## src/rtl/prog_loader_if.sv

```systemverilog
// Byte-stream, program-memory write and status signals of the boot loader.
// Latency: none, wiring only.
// Backpressure: rx_ready from the loader gates rx_valid/rx_data from the host.
interface prog_loader_if #(
    parameter int IW = 17,
    parameter int AW = 8
);
    logic [7:0]    rx_data;
    logic          rx_valid;
    logic          rx_ready;
    logic          pm_we;
    logic [AW-1:0] pm_addr;
    logic [IW-1:0] pm_wdata;
    logic          core_hold;
    logic          done;
    logic          error;
    logic [AW:0]   words_loaded;

    // Host side: supplies bytes, observes memory writes and status.
    modport master (
        output rx_data, rx_valid,
        input  rx_ready, pm_we, pm_addr, pm_wdata,
        input  core_hold, done, error, words_loaded
    );

    // Loader side.
    modport slave (
        input  rx_data, rx_valid,
        output rx_ready, pm_we, pm_addr, pm_wdata,
        output core_hold, done, error, words_loaded
    );
endinterface

```

## src/rtl/prog_loader.sv

```systemverilog
// Framed byte-stream loader: assembles 3-byte words into program memory, verifies checksum, releases core.
// Latency: pm_we one cycle after the last byte of a word; done one cycle after a matching checksum byte.
// Backpressure: rx_ready is high in every state but DONE, so one byte per cycle is sustained.
module prog_loader #(
    parameter int DEPTH = 256,
    parameter int IW    = 17,
    parameter int AW    = 8
) (
    input  logic         clk,
    input  logic         reset,
    prog_loader_if.slave bus
);
    typedef enum logic [2:0] {
        IDLE, COUNT, B0, B1, B2, CHECK, DONE, ERR
    } state_t;

    localparam logic [7:0]  HDR   = 8'hA5;
    localparam logic [AW:0] ONE   = (AW+1)'(1);
    localparam logic [AW:0] N_MAX = (AW+1)'(DEPTH);

    state_t        state_q, state_d;
    logic [AW:0]   count_q, count_d;
    logic [AW:0]   words_q, words_d;
    logic [7:0]    sum_q, sum_d;
    logic          hi_q, hi_d;
    logic [7:0]    mid_q, mid_d;
    logic          we_q, we_d;
    logic [AW-1:0] addr_q, addr_d;
    logic [IW-1:0] wdata_q, wdata_d;
    logic          accept;

    assign bus.rx_ready     = (state_q != DONE);
    assign accept           = bus.rx_valid && bus.rx_ready;
    assign bus.pm_we        = we_q;
    assign bus.pm_addr      = addr_q;
    assign bus.pm_wdata     = wdata_q;
    assign bus.core_hold    = (state_q != DONE);
    assign bus.done         = (state_q == DONE);
    assign bus.error        = (state_q == ERR);
    assign bus.words_loaded = words_q;

    // State and datapath registers; partial memory writes survive reset, the loader does not.
    always_ff @(posedge clk) begin
        if (reset) begin
            state_q <= IDLE;
            count_q <= '0;
            words_q <= '0;
            sum_q   <= '0;
            hi_q    <= 1'b0;
            mid_q   <= '0;
            we_q    <= 1'b0;
            addr_q  <= '0;
            wdata_q <= '0;
        end else begin
            state_q <= state_d;
            count_q <= count_d;
            words_q <= words_d;
            sum_q   <= sum_d;
            hi_q    <= hi_d;
            mid_q   <= mid_d;
            we_q    <= we_d;
            addr_q  <= addr_d;
            wdata_q <= wdata_d;
        end
    end

    // Frame parser: next state, running checksum, word assembly and write scheduling.
    always_comb begin
        state_d = state_q;
        count_d = count_q;
        words_d = words_q;
        sum_d   = sum_q;
        hi_d    = hi_q;
        mid_d   = mid_q;
        we_d    = 1'b0;
        addr_d  = addr_q;
        wdata_d = wdata_q;

        // The count advances on the edge that ends the write cycle; words are
        // at least three bytes apart, so this never races with a new B2 byte.
        if (we_q) begin
            words_d = words_q + ONE;
        end

        if (accept) begin
            case (state_q)
                IDLE, ERR: begin
                    if (bus.rx_data == HDR) begin
                        state_d = COUNT;
                        sum_d   = '0;
                        words_d = '0;
                    end
                end
                COUNT: begin
                    count_d = (bus.rx_data == 8'h00) ? N_MAX : {1'b0, bus.rx_data};
                    sum_d   = bus.rx_data;
                    state_d = B0;
                end
                B0: begin
                    if (bus.rx_data[7:1] != 7'd0) begin
                        state_d = ERR;
                    end else begin
                        hi_d    = bus.rx_data[0];
                        sum_d   = sum_q + bus.rx_data;
                        state_d = B1;
                    end
                end
                B1: begin
                    mid_d   = bus.rx_data;
                    sum_d   = sum_q + bus.rx_data;
                    state_d = B2;
                end
                B2: begin
                    sum_d   = sum_q + bus.rx_data;
                    we_d    = 1'b1;
                    addr_d  = words_q[AW-1:0];
                    wdata_d = IW'({hi_q, mid_q, bus.rx_data});
                    state_d = ((words_q + ONE) == count_q) ? CHECK : B0;
                end
                CHECK: begin
                    state_d = (bus.rx_data == sum_q) ? DONE : ERR;
                end
                DONE: begin
                    state_d = DONE;
                end
                default: begin
                    state_d = IDLE;
                end
            endcase
        end
    end
endmodule

```

## src/flat_wrapper.sv

```systemverilog
// flat-port wrapper written by rule: the top's interface ports become plain ports
module prog_loader_flat 
#(
    parameter int DEPTH = 256,
    parameter int IW    = 17,
    parameter int AW    = 8
)
  (clk, reset, bus_rx_data, bus_rx_valid, bus_rx_ready, bus_pm_we, bus_pm_addr, bus_pm_wdata, bus_core_hold, bus_done, bus_error, bus_words_loaded);
  prog_loader_if #(.IW(IW), .AW(AW)) bus_i ();
  input  logic clk;
  input  logic reset;
  input wire logic [$bits(bus_i.rx_data)-1:0] bus_rx_data;
  input wire logic [$bits(bus_i.rx_valid)-1:0] bus_rx_valid;
  output wire logic [$bits(bus_i.rx_ready)-1:0] bus_rx_ready;
  output wire logic [$bits(bus_i.pm_we)-1:0] bus_pm_we;
  output wire logic [$bits(bus_i.pm_addr)-1:0] bus_pm_addr;
  output wire logic [$bits(bus_i.pm_wdata)-1:0] bus_pm_wdata;
  output wire logic [$bits(bus_i.core_hold)-1:0] bus_core_hold;
  output wire logic [$bits(bus_i.done)-1:0] bus_done;
  output wire logic [$bits(bus_i.error)-1:0] bus_error;
  output wire logic [$bits(bus_i.words_loaded)-1:0] bus_words_loaded;
  assign bus_i.rx_data = bus_rx_data;
  assign bus_i.rx_valid = bus_rx_valid;
  assign bus_rx_ready = bus_i.rx_ready;
  assign bus_pm_we = bus_i.pm_we;
  assign bus_pm_addr = bus_i.pm_addr;
  assign bus_pm_wdata = bus_i.pm_wdata;
  assign bus_core_hold = bus_i.core_hold;
  assign bus_done = bus_i.done;
  assign bus_error = bus_i.error;
  assign bus_words_loaded = bus_i.words_loaded;
  prog_loader #(.DEPTH(DEPTH), .IW(IW), .AW(AW)) u_core (.clk(clk), .reset(reset), .bus(bus_i));
endmodule
```

## config.mk

```make
export PLATFORM = sky130hd
export DESIGN_NAME = prog_loader_flat
export DESIGN_NICKNAME = d
export VERILOG_FILES = /design/src/rtl/prog_loader_if.sv /design/src/rtl/prog_loader.sv /design/src/flat_wrapper.sv
export SDC_FILE = /design/constraint.sdc
export NUM_CORES = 1
export LEC_CHECK = 0
export BUFFER_PORTS_ARGS = -buffer_cell sky130_fd_sc_hd__buf_2
export CAP_MARGIN = 20
export CORE_ASPECT_RATIO = 1.2
export CORE_MARGIN = 2
export CORE_UTILIZATION = 25
export CTS_CLUSTER_SIZE = 8
export DETAILED_ROUTE_END_ITERATION = 7
export GPL_TIMING_DRIVEN = 0
export PLACE_DENSITY_LB_ADDON = 0.12
export RECOVER_POWER = 25
export REMOVE_ABC_BUFFERS = 1
export SLEW_MARGIN = 20
export SYNTH_ARGS = -nofsm -noshare
export SYNTH_HDL_FRONTEND = slang
export SYNTH_SLANG_ARGS = --single-unit
```

## constraint.sdc

```tcl
create_clock -name clk -period 3.6 [get_ports clk]
set_input_delay 0.18 -clock clk [delete_from_list [all_inputs] [get_ports clk]]
set_output_delay 0.18 -clock clk [all_outputs]
set_load 0.01 [all_outputs]
```

# Word-level counts from Yosys, hierarchy flattened
# Index checks and enable logic that the tools add are counted.
# op_classes
add_sub_neg	2
eq_ne	13
muxes	14
bitwise	2
reduce_logical	14
# ops
cell	count
2-to-1 mux 9 bit	5
one-hot mux 8 bit (4 select lines)	1
one-hot mux 3 bit (7 select lines)	1
2-to-1 mux 8 bit	2
equality test 3 bit (second input constant)	4
adder 9 x 1 -> 9 bit (second input constant)	1
equality test 9 bit	1
2-to-1 mux 3 bit	3
adder 8 bit	1
equality test 8 bit	1
equality test 8 bit (second input constant)	1
zero test 8 bit	1
AND reduction 2 bit	4
nonzero test 7 bit	1
equality test 3 x 2 -> 1 bit (second input constant)	2
OR reduction 2 bit	3
AND reduction 4 bit	1
nonzero test 4 bit	1
equality test 3 x 1 -> 1 bit (second input constant)	1
zero test 3 bit	1
inequality test 3 bit (second input constant)	1
AND reduction 3 bit	1
2-to-1 mux 1 bit	2
inequality test 2 x 1 -> 1 bit (second input constant)	1
3 further kinds	4
# totals
reg_bits	64
in_bits	11
output_inout_bits	39
wordCells	54

# Logic depth before layout (Yosys ltp)
# Gate-level depths: netlist (run 1).
# logic_depth
word_depth	5
depth_mapped	8
mapped_depth_nobuf	8

# Least setup slack after synthesis (run 1)
# OpenSTA, ideal clock, no wires.
# synth_timing
kind	register to register
start	reg u_core.words_q[1] (netlist: u_core.bus.words_loaded[1])
end	reg u_core.state_q[0]
setup_ns	0.075
arrival_ns	2.443
required_time_ns	3.525
path_slack_ns	1.082
path_stages_with_launch	8
n_path_buf	0
period_less_slack_ns	2.518
path_cell_list	dfxtp_1 > ha_1 > and4_4 > nand4_1 > xnor2_1 > or4_1 > or4_1 > a31oi_1
# synth_between
elab_chain_len	4
# synth_rtl
element	line_no	text
from (decl)	prog_loader.sv:23	logic [AW:0] words_q, words_d;
from (signal assigned)	prog_loader.sv:57	words_q <= words_d;
adder 9 x 1 -> 9 bit	prog_loader.sv:118	state_d = ((words_q + ONE) == count_q) ? CHECK : B0;
equality test 9 bit	prog_loader.sv:118	
2-to-1 mux 3 bit	prog_loader.sv:118	
one-hot mux 3 bit (7 select lines)	prog_loader.sv:86	case (state_q)
to (signal assigned)	prog_loader.sv:55	state_q <= state_d;
to (decl)	prog_loader.sv:21	state_t state_q, state_d;
# No other way between the ends.
# A chain may end at the register's enable or synchronous reset.

# Worst setup path after layout (run 1)
# layout_timing
start	reg u_core.words_q[0] (netlist: u_core.bus.words_loaded[0])
end	reg u_core.state_q[0]
# The elaborated chain is that of the path after synthesis.

==> results.sh, run 1 <==
export IMPL_worst_path_largest_cell_delay_ns=0.59
export IMPL_core_area_um2=12100
export IMPL_grt_pass1_vias=2704
export IMPL_initial_core_util=0.256
export IMPL_min_path_cells=3
export IMPL_area_growth_synth_to_final_pct=20.8
export IMPL_cts_setup_buffers=0
export IMPL_drt_initial_drc_count=120
export IMPL_holdPathEnd="u_core.bus.pm_wdata[6]"
export IMPL_dp_cells=577
export IMPL_cts_buffers=9
export IMPL_die_area_um2=13300
export IMPL_min_period_over_period=0.782
export IMPL_cp_max_fo=9
export IMPL_p_leak_uw=0.00134
export IMPL_io_buffers=49
export IMPL_ys_seq_area_frac=0.413
export IMPL_grt_pass1_wl_um=14000
export IMPL_synth_area_um2=3110
export IMPL_cp_end_kind="flip-flop"
export IMPL_ys_flop_type="dfxtp_1"
export IMPL_drc_errors=0
export IMPL_synth_area_leaders="dfxtp_1 41%, nand2_1 12%, a21oi_1 8.1%"
export IMPL_diodes=0
export IMPL_first_pass_iters=4
export IMPL_final_core_util=0.310
export IMPL_fmax_ghz=0.355
export IMPL_whs_ns=0.162
export IMPL_final_common_cell="nand2_1"
export IMPL_rsz0062_at_grt="false"
export IMPL_min_period_ns=2.81
export IMPL_fp_dieW_um=106
export IMPL_htree_num_levels=3
export IMPL_status="complete, no violations"
export IMPL_clk_transition_reported_paths_ns=0.06
export IMPL_slew_headroom=0.488
export IMPL_hold_start="bus_rx_data[6]"
export IMPL_vias_per_cell=4.70
export IMPL_vias=2790
export IMPL_cts_sinks=64
export IMPL_cp_arrival_ns=3.06
export IMPL_reg2reg_depth=7
export IMPL_cap_violations=0
export IMPL_clock_latency_ns=0.33
export IMPL_ir_drop_mv=0.157
export IMPL_die_y_um=126
export IMPL_skew_ns=0.00656
export IMPL_netlist_instances=390
export IMPL_grt_overflow=0
export IMPL_hold_violations=0
export IMPL_place_congestion=0.780
export IMPL_grt_max_degree=57
export IMPL_crit_path_frequent_cell="or4_1"
export IMPL_synth_edf_count=0
export IMPL_synth_top_area_share=0.413
export IMPL_hp_class="input pin to flip-flop"
export IMPL_fin_ws_ns=0.787
export IMPL_cts_tree="built"
export IMPL_cts_max_path_buffers=2
export IMPL_dpl_cell_area_um2=3480
export IMPL_place_worst_setup_slack_ns=0.808
export IMPL_crit_path_start_kind="flip-flop"
export IMPL_slew_violations=0
export IMPL_rrSetupSlack_ns=0.79
export IMPL_wl_um=8520
export IMPL_drt_wirelength_per_cell_um=14.4
export IMPL_synth_area_leader_cell="dfxtp_1"
export IMPL_ys_seq_elements=64
export IMPL_crit_required_ns=3.85
export IMPL_ant_nets=0
export IMPL_stdcell_count=593
export IMPL_r2r_end="u_core.state_q[0]"
export IMPL_hpwlAfterDp_um=5780
export IMPL_crit_type="flip-flop to flip-flop"
export IMPL_io_pin_count=50
export IMPL_max_slew_worst_pin_slew_ns=0.769
export IMPL_path_cells="ha_1, and4_4, nand4_1, xnor2_1, or4_1, or4_1, a31oi_1"
export IMPL_timing_rr_start="u_core.bus.words_loaded[0]"
export IMPL_antenna_found_initial=0
export IMPL_fin_area_um2=3750
export IMPL_yosys_cell_types_count=48
export IMPL_row_count=44
export IMPL_synthArstFlopShare=0
export IMPL_avgSynthCellArea_um2=7.96
export IMPL_cts_hold_buffers_added=0
export IMPL_drive_gt1_frac=0.120
export IMPL_setup_viol=0
export IMPL_cts_root_buf="clkbuf_16"
export IMPL_post_cts_resized=0
export IMPL_yosys_warnings=0
export IMPL_cellPowerDensity_nw_per_um2=444
export IMPL_cp_slowest_cell="or4_1"
export IMPL_final_cell_mix="101 x nand2_1, 64 x dfxtp_1, 50 x a21oi_1"
export IMPL_grt_usage=0.133
export IMPL_fin_nets=447
area by class of cell:
type | instances | area [um^2]
flip-flops and latches | 64 | 1280
fillers | 1382 | 8360
clock buffers | 12 | 256
well taps | 161 | 201
repair buffers | 52 | 246
inverters | 4 | 15.0
clock inverters | 4 | 51.3
multi-input cells | 296 | 1700
sequential cells by signal (all words and copies together), names as in the netlist:
register and count:
u_core.sum_q 8, u_core.state_q 3, u_core.mid_q 8, u_core.bus.pm_wdata 17, u_core.bus.pm_addr 8, u_core.bus.words_loaded 9
u_core.bus.pm_we 1, u_core.hi_q 1, u_core.count_q 9
critical path, delay by kind of cell, from the launching register on:
family          cells  cell delay [ns]
flops               1             0.53
compound gates      1             0.16
xor+xnor            1             0.15
fa+ha+maj           1             0.35
simple gates        4             1.54
cells in the mapped netlist, drive strengths merged, types with 3 or more instances:
master,n
dfxtp,64
nand4,4
a22oi,7
o21ai,4
clkbuf,20
xor2,14
a21o,4
nor3,3
ha,8
a211oi,9
nor2,29
inv,4
buf,6
or4,4
xnor2,11
a21oi,50
nor2b,4
nand3,8
nor3b,3
and3,3
nand2,101
per-layer routing:
metal,up-vias,wire length [um],GRT usage
met5,-,0,0
met4,0,127,0.0642
met3,10,300,0.0269
met2,51,4000,0.216
met1,1325,4090,0.167
li1,1404,-,-
cell families after synthesis:
kind of cell | count (synthesis) | share of synthesized area
mux | 3 | 0.0101
buf+inv | 30 | 0.0415
flops | 64 | 0.413
xor+xnor | 25 | 0.0705
fa+ha+maj | 9 | 0.0387
compound gates | 88 | 0.180
simple gates | 171 | 0.247
worst max path at each step:
stage | cells after the start | startpoint | end | slack, ns
2_1_floorplan | 7 | u_core.bus.words_loaded[0] | u_core.state_q[0] | 1.03
3_5_place_dp | 7 | u_core.bus.words_loaded[0] | u_core.state_q[0] | 0.81
3_3_place_gp | 4 | u_core.state_q[2] | u_core.bus.pm_wdata[15] | -0.28
4_1_cts | 7 | u_core.bus.words_loaded[0] | u_core.state_q[0] | 0.78
5_1_grt | 7 | u_core.bus.words_loaded[0] | u_core.state_q[0] | 0.60
6_report | 7 | u_core.bus.words_loaded[0] | u_core.state_q[0] | 0.79
power by group:
part	leakage [uW]	switching [uW]	total [uW]	internal [uW]
combinational	0.000671	38.4	53.4	15.1
clock	0.000149	328	903	575
sequential	0.000515	0.760	710	709
total	0.00134	367	1670	1300
stage by stage:
stage	total power (uW)	TNS, ns
2_1_floorplan	745	0
3_5_place_dp	780	0
4_1_cts	1700	0
6_report	1670	0
5_1_grt	1730	0
3_3_place_gp	780	-5.26
Power figures use the tool's default switching activity.
==> run 2: changes to the inputs <==
==> constraint.sdc (replaced) <==
create_clock -name clk -period 2.8 [get_ports clk]
set_input_delay 0.14 -clock clk [delete_from_list [all_inputs] [get_ports clk]]
set_output_delay 0.14 -clock clk [all_outputs]
set_load 0.01 [all_outputs]
==> results.sh, run 2 (synthesized netlist as in run 1, its figures left out) <==
export IMPL_cts_hold_buffers_added=0
export IMPL_antenna_found_initial=0
export IMPL_r2r_end="u_core.state_q[0]"
export IMPL_clock_latency_ns=0.33
export IMPL_crit_path_start_kind="flip-flop"
export IMPL_rsz0062_at_grt="false"
export IMPL_slew_violations=0
export IMPL_area_growth_synth_to_final_pct=21.0
export IMPL_place_congestion=0.780
export IMPL_worst_path_largest_cell_delay_ns=0.59
export IMPL_die_area_um2=13300
export IMPL_vias=2798
export IMPL_final_cell_mix="101 x nand2_1, 62 x dfxtp_1, 50 x a21oi_1"
export IMPL_min_path_cells=3
export IMPL_cp_arrival_ns=2.88
export IMPL_fin_nets=447
export IMPL_wl_um=8530
export IMPL_hp_class="input pin to flip-flop"
export IMPL_cts_root_buf="clkbuf_16"
export IMPL_die_y_um=126
export IMPL_largest_register_ffs=17
export IMPL_cap_violations=0
export IMPL_skew_ns=0.00660
export IMPL_status="complete, no violations"
export IMPL_core_area_um2=12100
export IMPL_share_comb_of_total_power=0.032
export IMPL_fmax_ghz=0.380
export IMPL_stdcell_count=593
export IMPL_row_count=44
export IMPL_drive_gt1_frac=0.127
export IMPL_min_period_ns=2.63
export IMPL_vias_per_cell=4.72
export IMPL_fp_dieW_um=106
export IMPL_cts_setup_buffers=0
export IMPL_hpwlAfterDp_um=5780
export IMPL_holdPathEnd="u_core.bus.pm_wdata[6]"
export IMPL_io_buffers=49
export IMPL_final_common_cell="nand2_1"
export IMPL_drt_wirelength_per_cell_um=14.4
export IMPL_drc_errors=0
export IMPL_final_core_util=0.310
export IMPL_grt_pass1_wl_um=14000
export IMPL_initial_core_util=0.256
export IMPL_cts_max_path_buffers=2
export IMPL_power_frac_clock=0.542
export IMPL_ir_drop_mv=0.202
export IMPL_crit_type="flip-flop to flip-flop"
export IMPL_cts_buffers=9
export IMPL_ant_nets=0
export IMPL_tns_ns=0
export IMPL_grt_overflow=0
export IMPL_cts_sinks=64
export IMPL_htree_num_levels=3
export IMPL_reg2reg_depth=7
export IMPL_setup_viol=0
export IMPL_first_pass_iters=4
export IMPL_crit_path_frequent_cell="or4_1"
export IMPL_whs_ns=0.122
export IMPL_cp_end_kind="flip-flop"
export IMPL_grt_max_degree=57
export IMPL_clk_transition_reported_paths_ns=0.06
export IMPL_switching_share=0.220
export IMPL_grt_pass1_vias=2704
export IMPL_rrSetupSlack_ns=0.17
export IMPL_grt_usage=0.133
export IMPL_path_cells="ha_2, and4_4, nand4_1, xnor2_1, or4_1, or4_1, a31oi_1"
export IMPL_io_pin_count=50
export IMPL_nFillCells=1379
export IMPL_crit_required_ns=3.05
export IMPL_max_slew_worst_pin_slew_ns=0.769
export IMPL_hold_violations=0
export IMPL_diodes=0
export IMPL_cts_tree="built"
export IMPL_p_switching_uw=472
export IMPL_p_int_uw=1670
export IMPL_p_leak_uw=0.00133
export IMPL_pwr_share_seq=0.426
export IMPL_cp_max_fo=9
export IMPL_cellPowerDensity_nw_per_um2=570
export IMPL_hold_start="bus_rx_data[6]"
export IMPL_dp_cells=577
export IMPL_slew_headroom=0.488
export IMPL_total_power_uw=2140
export IMPL_cp_slowest_cell="or4_1"
export IMPL_min_period_over_period=0.940
export IMPL_timing_rr_start="u_core.bus.words_loaded[0]"
export IMPL_drt_initial_drc_count=138
==> run 2: changes by cell type in the layout (fill, tap and decap cells not counted) <==
cell / before / now
dfxtp_1: 64 / 62
ha_1: 8 / 7
dfxtp_2: 0 / 2
ha_2: 0 / 1
==> run 2: area by class of cell <==
type / instances / area (um^2) / area share
Sequential cell: 64 / 1280 / 0.342
Inverter: 4 / 15.0 / 0.00400
Clock buffer: 12 / 256 / 0.0683
Timing Repair Buffer: 52 / 246 / 0.0656
Multi-Input combinational cell: 296 / 1700 / 0.453
Clock inverter: 4 / 51.3 / 0.0137
Tap cell: 161 / 201 / 0.0536
==> run 2: power by group through the flow <==
stage               combinational, uW  clock, uW  sequential, uW
finish                           68.8       1160             913
global route                     76.6       1240             912
CTS                              70.8       1200             913
global placement                 69.9          0             933
detailed placement               70.6          0             933
floorplan                        25.2          0             932
==> run 2: stage by stage <==
stage               cell area (um^2)  worst slack [ns]
global route                    3760            0.0283
detailed placement              3480           0.00828
CTS                             3780            0.0439
global placement                3440             -1.08
finish                          3760             0.169
floorplan                       2990             0.230
==> run 2: what timing repair did <==
action | in CTS | in global routing
gates resized for setup | 1 | 2
endpoints found under the setup margin | 1 | 1
cloned | 0 | 0
endpoints found under the hold margin | 0 | 0
==> run 2: per-layer routing <==
| layer | wire (um) | vias to the layer above | global-route usage |
|---|---|---|---|
| li1 | - | 1404 | - |
| met1 | 4090 | 1331 | 0.167 |
| met2 | 4010 | 53 | 0.216 |
| met3 | 306 | 10 | 0.0269 |
| met4 | 127 | 0 | 0.0642 |
| met5 | 0 | - | 0 |
==> run 2: critical path, delay by kind of cell (launching register included) <==
kind	cells	cell delay, ns
AO/OA/AOI/OAI	1	0.16
XOR/XNOR	1	0.15
adder cells (fa/ha/maj)	1	0.28
flip-flops	1	0.43
AND/OR/NAND/NOR	4	1.52
==> run 2: worst max-delay path by stage <==
| stage | from | endpoint | slack (ns) | cells after the start |
|---|---|---|---|---|
| floorplan | u_core.bus.words_loaded[0] | u_core.state_q[0] | 0.23 | 7 |
| global placement | u_core.state_q[2] | u_core.bus.pm_wdata[15] | -1.08 | 4 |
| detailed placement | u_core.bus.words_loaded[0] | u_core.state_q[0] | 0.008 | 7 |
| CTS | u_core.bus.words_loaded[1] | u_core.state_q[0] | 0.04 | 7 |
| global route | u_core.bus.words_loaded[0] | u_core.state_q[0] | 0.03 | 7 |
| finish | u_core.bus.words_loaded[0] | u_core.state_q[0] | 0.17 | 7 |
==> run 3: changes to the inputs <==
--- a/config.mk
+++ b/config.mk
@@ -15,7 +15,6 @@
 export GPL_TIMING_DRIVEN = 0
 export PLACE_DENSITY_LB_ADDON = 0.12
 export RECOVER_POWER = 25
-export REMOVE_ABC_BUFFERS = 1
 export SLEW_MARGIN = 20
 export SYNTH_ARGS = -nofsm -noshare
 export SYNTH_HDL_FRONTEND = slang
==> results.sh, run 3 (synthesized netlist as in run 1, its figures left out) <==
export IMPL_grt_max_degree=12
export IMPL_fp_dieW_um=106
export IMPL_place_congestion=0.788
export IMPL_grt_pass1_vias=2754
export IMPL_crit_family="simple AND/OR/NAND/NOR gates"
export IMPL_cellPowerDensity_nw_per_um2=551
export IMPL_fin_nets=469
export IMPL_final_core_util=0.316
export IMPL_wl_um=8860
export IMPL_syn_nets=410
export IMPL_dp_cells=599
export IMPL_timing_rr_start="u_core.bus.words_loaded[1]"
export IMPL_slew_headroom=0.540
export IMPL_area_growth_synth_to_final_pct=23.1
export IMPL_drc_errors=0
export IMPL_p_switching_uw=462
export IMPL_vias=2817
export IMPL_antenna_found_initial=0
export IMPL_hpwlAfterDp_um=6450
export IMPL_vias_per_cell=4.58
export IMPL_grt_pass1_wl_um=14300
export IMPL_clk_transition_reported_paths_ns=0.06
export IMPL_share_comb_of_total_power=0.034
export IMPL_io_buffers=48
export IMPL_min_period_ns=2.67
export IMPL_rrSetupSlack_ns=0.13
export IMPL_cts_hold_buffers_added=0
export IMPL_cts_root_buf="clkbuf_16"
export IMPL_die_y_um=126
export IMPL_htree_num_levels=3
export IMPL_drt_initial_drc_count=126
export IMPL_crit_path_start_kind="flip-flop"
export IMPL_diodes=0
export IMPL_pwr_share_seq=0.433
export IMPL_first_pass_iters=5
export IMPL_r2r_end="u_core.state_q[0]"
export IMPL_io_pin_count=50
export IMPL_max_slew_worst_pin_slew_ns=0.688
export IMPL_core_area_um2=12100
export IMPL_min_period_over_period=0.955
export IMPL_cts_max_path_buffers=2
export IMPL_rsz0062_at_grt="false"
export IMPL_grt_usage=0.138
export IMPL_fmax_ghz=0.374
export IMPL_hold_start="bus_rx_data[3]"
export IMPL_clock_latency_ns=0.33
export IMPL_slew_violations=0
export IMPL_hold_violations=0
export IMPL_cp_arrival_ns=2.93
export IMPL_drive_gt1_frac=0.123
export IMPL_ant_nets=0
export IMPL_crit_type="flip-flop to flip-flop"
export IMPL_die_area_um2=13300
export IMPL_power_frac_clock=0.532
export IMPL_holdPathEnd="u_core.bus.pm_wdata[3]"
export IMPL_cp_slowest_cell="or4_1"
export IMPL_cp_end_kind="flip-flop"
export IMPL_stdcell_count=615
export IMPL_worst_path_largest_cell_delay_ns=0.60
export IMPL_cts_sinks=64
export IMPL_cts_tree="built"
export IMPL_worstPathBufferInverterCount=0
export IMPL_cts_buffers=9
export IMPL_crit_path_frequent_cell="or4_1"
export IMPL_crit_required_ns=3.05
export IMPL_final_cell_mix="101 x nand2_1, 63 x dfxtp_1, 50 x a21oi_1"
export IMPL_drt_wirelength_per_cell_um=14.4
export IMPL_skew_ns=0.00456
export IMPL_cap_violations=0
export IMPL_cp_max_fo=8
export IMPL_setup_viol=0
export IMPL_hp_class="input pin to flip-flop"
export IMPL_p_int_uw=1640
export IMPL_tns_ns=0
export IMPL_reg2reg_depth=7
export IMPL_cts_setup_buffers=0
export IMPL_min_path_cells=3
export IMPL_ir_drop_mv=0.245
export IMPL_switching_share=0.219
export IMPL_final_common_cell="nand2_1"
export IMPL_initial_core_util=0.256
export IMPL_row_count=44
export IMPL_p_leak_uw=0.00136
export IMPL_largest_register_ffs=17
export IMPL_grt_overflow=0
export IMPL_path_cells="ha_2, and4_4, nand4_1, xnor2_1, or4_1, or4_1, a31oi_1"
export IMPL_status="complete, no violations"
==> run 3: what timing repair did <==
item / 4_1_cts / 5_1_grt
resized for setup: 1 / 2
setup endpoints to repair: 1 / 7
endpoints found under the hold margin: 0 / 0
==> run 3: worst max-delay path by stage <==
stage | from | to | depth (start not counted)
finish | u_core.bus.words_loaded[1] | u_core.state_q[0] | 7
global route | u_core.bus.words_loaded[1] | u_core.state_q[0] | 7
CTS | u_core.bus.words_loaded[1] | u_core.state_q[0] | 7
detailed placement | u_core.bus.words_loaded[1] | u_core.state_q[0] | 7
global placement | u_core.bus.words_loaded[1] | u_core.state_q[0] | 7
floorplan | u_core.bus.words_loaded[1] | u_core.state_q[0] | 7
==> run 3: cell type report <==
class	count	area (um^2)
timing repair buffer	48	209
fill	1336	8290
sequential	64	1280
multi-input combinational	296	1700
clock buffer	11	243
tap	161	201
buffer	26	114
clock inverter	5	56.3
inverter	4	15.0
==> run 3: stage by stage <==
stage	worst slack (ns)	hold slack [ns]	total power, uW	area, um^2
2_1_floorplan	0.282	0.276	970	3110
3_3_place_gp	0.0179	0.439	1010	3550
3_5_place_dp	0.00522	0.444	1010	3550
4_1_cts	0.0179	0.113	2150	3850
5_1_grt	0.0265	0.138	2190	3820
6_report	0.125	0.122	2110	3820
==> run 3: power by group through the flow <==
stage	sequential (uW)	clock, uW	combinational, uW
global route	912	1200	80.9
finish	913	1120	72.2
floorplan	932	0	37.9
global placement	932	0	73.6
CTS	912	1160	74.0
detailed placement	932	0	73.7
==> run 3: worst reg2reg max path, delay by kind of cell, from the launching register on <==
kind	cells	cell delay (ns)
adders and majority gates	1	0.28
DFF	1	0.42
and+or+nand+nor	4	1.56
xor gates and xnor gates	1	0.18
AOI/OAI and AO/OA	1	0.17
==> run 3: layer usage <==
metal / vias to the layer above / share of wire / GRT usage
met5: - / 0 / 0
met4: 0 / 0.011 / 0.0580
met3: 8 / 0.049 / 0.0269
met2: 54 / 0.48 / 0.227
met1: 1295 / 0.46 / 0.174
li1: 1460 / - / -
